**config.mk**
```make
export PLATFORM = sky130hd
export DESIGN_NAME = serial_add_sub
export DESIGN_NICKNAME = d
export VERILOG_FILES = /design/src/rtl/arith_pkg.sv /design/src/rtl/fa_cell.sv /design/src/rtl/serial_add_sub.sv
export SDC_FILE = /design/constraint.sdc
export NUM_CORES = 1
export LEC_CHECK = 0
export CELL_PAD_IN_SITES_DETAIL_PLACEMENT = 1
export CELL_PAD_IN_SITES_GLOBAL_PLACEMENT = 1
export CORE_MARGIN = 1
export CORE_UTILIZATION = 38
export CTS_CLUSTER_SIZE = 25
export DETAILED_ROUTE_END_ITERATION = 7
export GPL_TIMING_DRIVEN = 0
export PLACE_DENSITY = 0.75
export SKIP_CTS_REPAIR_TIMING = 1
export SLEW_MARGIN = 20
export SYNTH_ARGS = -nofsm -noshare
export SYNTH_HDL_FRONTEND = slang
export SYNTH_SLANG_ARGS = --single-unit
```
**constraint.sdc**
```tcl
create_clock -name CLK -period 1.72 [get_ports CLK]
set_clock_uncertainty 0.2 [all_clocks]
set_input_delay 0.43 -clock CLK [delete_from_list [all_inputs] [get_ports CLK]]
set_output_delay 0.43 -clock CLK [all_outputs]
set_load 0.01 [all_outputs]
```
**src/rtl/arith_pkg.sv**
```systemverilog
// arith_pkg: shared FSM state encoding and mode constants for the serial adder/subtractor
package arith_pkg;
    typedef enum logic [1:0] {IDLE = 2'd0, RUN = 2'd1, DONE = 2'd2} state_t;
    localparam logic MODE_ADD = 1'b0;
    localparam logic MODE_SUB = 1'b1;
endpackage

```
**src/rtl/fa_cell.sv**
```systemverilog
// fa_cell: 1-bit combinational full adder (a, b, cin -> s, cout)
module fa_cell (
    input  logic a,
    input  logic b,
    input  logic cin,
    output logic s,
    output logic cout
);
    assign s    = a ^ b ^ cin;
    assign cout = (a & b) | (cin & (a ^ b));
endmodule

```
**src/rtl/serial_add_sub.sv**
```systemverilog
// serial_add_sub: bit-serial A+B / A-B, one bit per cycle LSB-first, valid/ready on both sides
//   in:  CLK, RST (sync, active-high), IN_VALID, IN_A, IN_B, IN_SUB, OUT_READY
//   out: IN_READY (high in IDLE), OUT_VALID (high in DONE), OUT_F (result mod 2**WIDTH),
//        OUT_C (carry-out on add, borrow on sub)
module serial_add_sub
    import arith_pkg::*;
#(
    parameter int WIDTH = 8,
    parameter int CNT_W = 4
) (
    input  logic             CLK,
    input  logic             RST,
    input  logic             IN_VALID,
    output logic             IN_READY,
    input  logic [WIDTH-1:0] IN_A,
    input  logic [WIDTH-1:0] IN_B,
    input  logic             IN_SUB,
    output logic             OUT_VALID,
    input  logic             OUT_READY,
    output logic [WIDTH-1:0] OUT_F,
    output logic             OUT_C
);
    state_t           state_q, state_d;
    logic [WIDTH-1:0] a_q, a_d, b_q, b_d, res_q, res_d, f_q, f_d;
    logic [CNT_W-1:0] cnt_q, cnt_d;
    logic             carry_q, carry_d, sub_q, sub_d, c_q, c_d;
    logic             s, cout;

    fa_cell u_fa (.a(a_q[0]), .b(b_q[0]), .cin(carry_q), .s(s), .cout(cout));

    always_comb begin
        state_d = state_q;
        a_d     = a_q;
        b_d     = b_q;
        res_d   = res_q;
        f_d     = f_q;
        cnt_d   = cnt_q;
        carry_d = carry_q;
        sub_d   = sub_q;
        c_d     = c_q;
        if (state_q == IDLE && IN_VALID) begin
            // subtraction is A + ~B + 1: invert B and seed the carry with 1
            a_d     = IN_A;
            b_d     = IN_B ^ {WIDTH{IN_SUB}};
            sub_d   = IN_SUB;
            carry_d = IN_SUB;
            res_d   = '0;
            cnt_d   = '0;
            state_d = RUN;
        end else if (state_q == RUN) begin
            a_d     = {1'b0, a_q[WIDTH-1:1]};
            b_d     = {1'b0, b_q[WIDTH-1:1]};
            res_d   = {s, res_q[WIDTH-1:1]};
            carry_d = cout;
            cnt_d   = cnt_q + CNT_W'(1);
            if (cnt_q == CNT_W'(WIDTH - 1)) begin
                // publish on the last bit so OUT_F/OUT_C hold steady through DONE
                f_d     = {s, res_q[WIDTH-1:1]};
                c_d     = (sub_q == MODE_SUB) ? ~cout : cout;
                state_d = DONE;
            end
        end else if (state_q == DONE && OUT_READY) begin
            state_d = IDLE;
        end
    end

    always_ff @(posedge CLK) begin
        if (RST) begin
            state_q <= IDLE;
            a_q     <= '0;
            b_q     <= '0;
            res_q   <= '0;
            f_q     <= '0;
            cnt_q   <= '0;
            carry_q <= 1'b0;
            sub_q   <= MODE_ADD;
            c_q     <= 1'b0;
        end else begin
            state_q <= state_d;
            a_q     <= a_d;
            b_q     <= b_d;
            res_q   <= res_d;
            f_q     <= f_d;
            cnt_q   <= cnt_d;
            carry_q <= carry_d;
            sub_q   <= sub_d;
            c_q     <= c_d;
        end
    end

    assign IN_READY  = (state_q == IDLE);
    assign OUT_VALID = (state_q == DONE);
    assign OUT_F     = f_q;
    assign OUT_C     = c_q;
endmodule

```
==> results.md <==
- Worst-skew pair later-pin latency: 300 ps
- Max-slew violation count: 0
- Most frequent cells in the layout: dfxtp_1 (38), a21oi_1 (30), nand2_1 (21)
- Final nets: 278
- Min cycle time layout: 1760 ps
- Largest net degree at the start of global routing: 12
- Finish-stage setup viols: 2
- Syn-to-layout area delta: 39.5%
- Via-to-Cell Ratio: 5.25
- Filler cells: 525
- Final Hold Fails: 0
- I/O pin cnt: 32
- Slew HR: 63.5%
- Synth area leader: dfxtp_1
- GRT overflow: 0
- Worst-path clk slew: 80 ps
- Post-synth EDFFs: 0
- CTS root buf: clkbuf_8
- Hold Worst Slack: 262 ps
- Status: complete, but fails checks
- Initial core utilization: 40.0%
- Port Buffers: 29
- Fraction of layout cells with a size suffix above 1: 22.4%
- CTS Buffer Depth: 2
- Number of global-route vias before repair: 1,507
- Synth top area cells: dfxtp_1 (45%), a21oi_1 (8.5%), xnor2_1 (5.0%), nand2_1 (4.5%), nor2_1 (4.5%)
- CTS Sinks: 40
- Final TNS setup: -52.1 ps
- Num CTS Buffers: 5
- DIE AREA: 0.00493 mm²
- DIE HEIGHT: 70.2 µm
- Rows: 24
- CP max FO: 7
- Worst Hold Class: reg -> reg
- Crit path DAT: 1130 ps
- Synthesized instance count: 203
- Sequential fraction of the synthesis area: 45.3%
- Netlist area before placement: 0.00177 mm²
- Dpl ws: -717 ps
- HPWL Detailed: 2980 µm
- Static leakage: 1.10 nW
- Synth top area share: 45.3%
- RSZ-0062 raised after global routing: yes
- Pwr per Cell Area: 836 mW/mm²
- CP Capture Type: output port
- Die Width: 70.2 µm
- CTS HTree Levels: 2
- Initial antenna violation count: 0
- Post-DR wirelength/cell: 15.3 µm
- Average cell area after synthesis: 8.70 µm²
- Diode count: 0
- Setup ws final: -44.6 ps
- YS warnings: 0
- Worst Setup Start Kind: flop
- Layout Utilization: 55.8%
- Failing checks: setup timing
- VDD IR max: 0.411 mV
- F_max: 567 MHz
- MaxCap Viol Count: 0
- DRC viols: 0
- Crit Path Category: reg -> out
- Main synth FF type: dfxtp_1
- DRT iter0 DRCs: 54
- First-pass GRT wire length: 7260 µm
- GRT Util Overall: 18.9%
- Post-synthesis register bit count: 40
- Worst-margin pin slew: 547 ps
- CP Data Required Time: 1090 ps
- Final GP Congestion: 0.725
- Post-route ant nets: 0
- Async S/R FF share, synth: 0%
- Total iterations of the first detailed-routing run: 4
- Most common cell after layout, fill and taps aside: dfxtp_1
- DRT Wirelength: 4710 µm
- Syn nets: 226
- Tot Pwr: 0.00206 W
- Fin crit share: 103%
- CTS tree: done
- Core Area: 0.00441 mm²
- Routed vias: 1,613
- Yosys cell types: 30
synth_stat cells (2+ instances only):
master and count:
o31ai_1 8, o221a_2 7, inv_1 4, nand3b_1 2
o21ai_0 3, nand3_1 9, xnor2_1 10, dfxtp_1 40
nor2_1 21, nand2b_1 2, a221o_1 7, a21oi_1 30
buf_2 10, clkbuf_1 6, nor2b_1 9, nand2_1 21
where the power goes:
part / switching (W) / total (W) / internal (W)
logic: 0.000168 / 0.000368 / 0.000200
registers: 0.0000321 / 0.00101 / 0.000975
clock network: 0.000329 / 0.000686 / 0.000357
total: 0.000529 / 0.00206 / 0.00153
per-layer routing:
metal,vias to the layer above,track usage (%),part of all wire (%),routed length (µm)
li1,814,-,-,-
met2,27,31.5,49,2310
met1,766,23.8,46,2190
met3,6,5.19,3.4,158
met5,-,0,0,0
met4,0,5.33,0.98,46
through the flow:
stage	std cells	area [µm²]
after detailed placement	284	2120
after global routing	307	2460
after floorplan	203	1770
final	307	2460
after global placement	284	2120
after CTS	291	2220
area by class of cell:
cell class | count | area, µm² | area share (%)
Sequential cell | 40 | 806 | 32.7
Tap cell | 52 | 65.1 | 2.64
Inverter | 5 | 18.8 | 0.761
Clock buffer | 7 | 96.3 | 3.91
Buffer | 15 | 125 | 5.08
Timing Repair Buffer | 46 | 438 | 17.8
Multi-Input combinational cell | 142 | 916 | 37.2
worst max-delay path, stage by stage (launching register included):
cell     delay [ps]
dfxtp_4         350
buf_8           130
buf_8           120
nor2b_1         100
buf_2           130
state kept, by name, summed over array words and instances (netlist names):
register	cells
a_q	8
res_q	7
b_q	8
OUT_F	8
carry_q	1
cnt_q	4
OUT_C	1
state_q	2
sub_q	1
cells by family (layout without fill, tap and decap cells):
kind of cell,Yosys count,in the layout,share of synthesized area (%)
AND/OR/NAND/NOR,70,70,19.0
AO/OA/AOI/OAI,58,58,22.7
flip-flops,40,40,45.3
buffers and inverters,21,73,5.17
XOR/XNOR,11,11,5.45
adder cells (fa/ha/maj),2,2,1.84
multiplexers,1,1,0.567
worst paths after layout:
kind	start	endpoint	cells past startpoint	slack, ps
min reg2reg	res_q[1]$_SDFFE_PP0P_	res_q[1]$_SDFFE_PP0P_	2	260
min	res_q[1]$_SDFFE_PP0P_	res_q[1]$_SDFFE_PP0P_	2	260
max	state_q[0]$_SDFFE_PP0P_	OUT_VALID	4	-40
max reg2reg	state_q[0]$_SDFFE_PP0P_	b_q[4]$_SDFFE_PP0P_	5	60
Power figures use the tool's default switching activity.
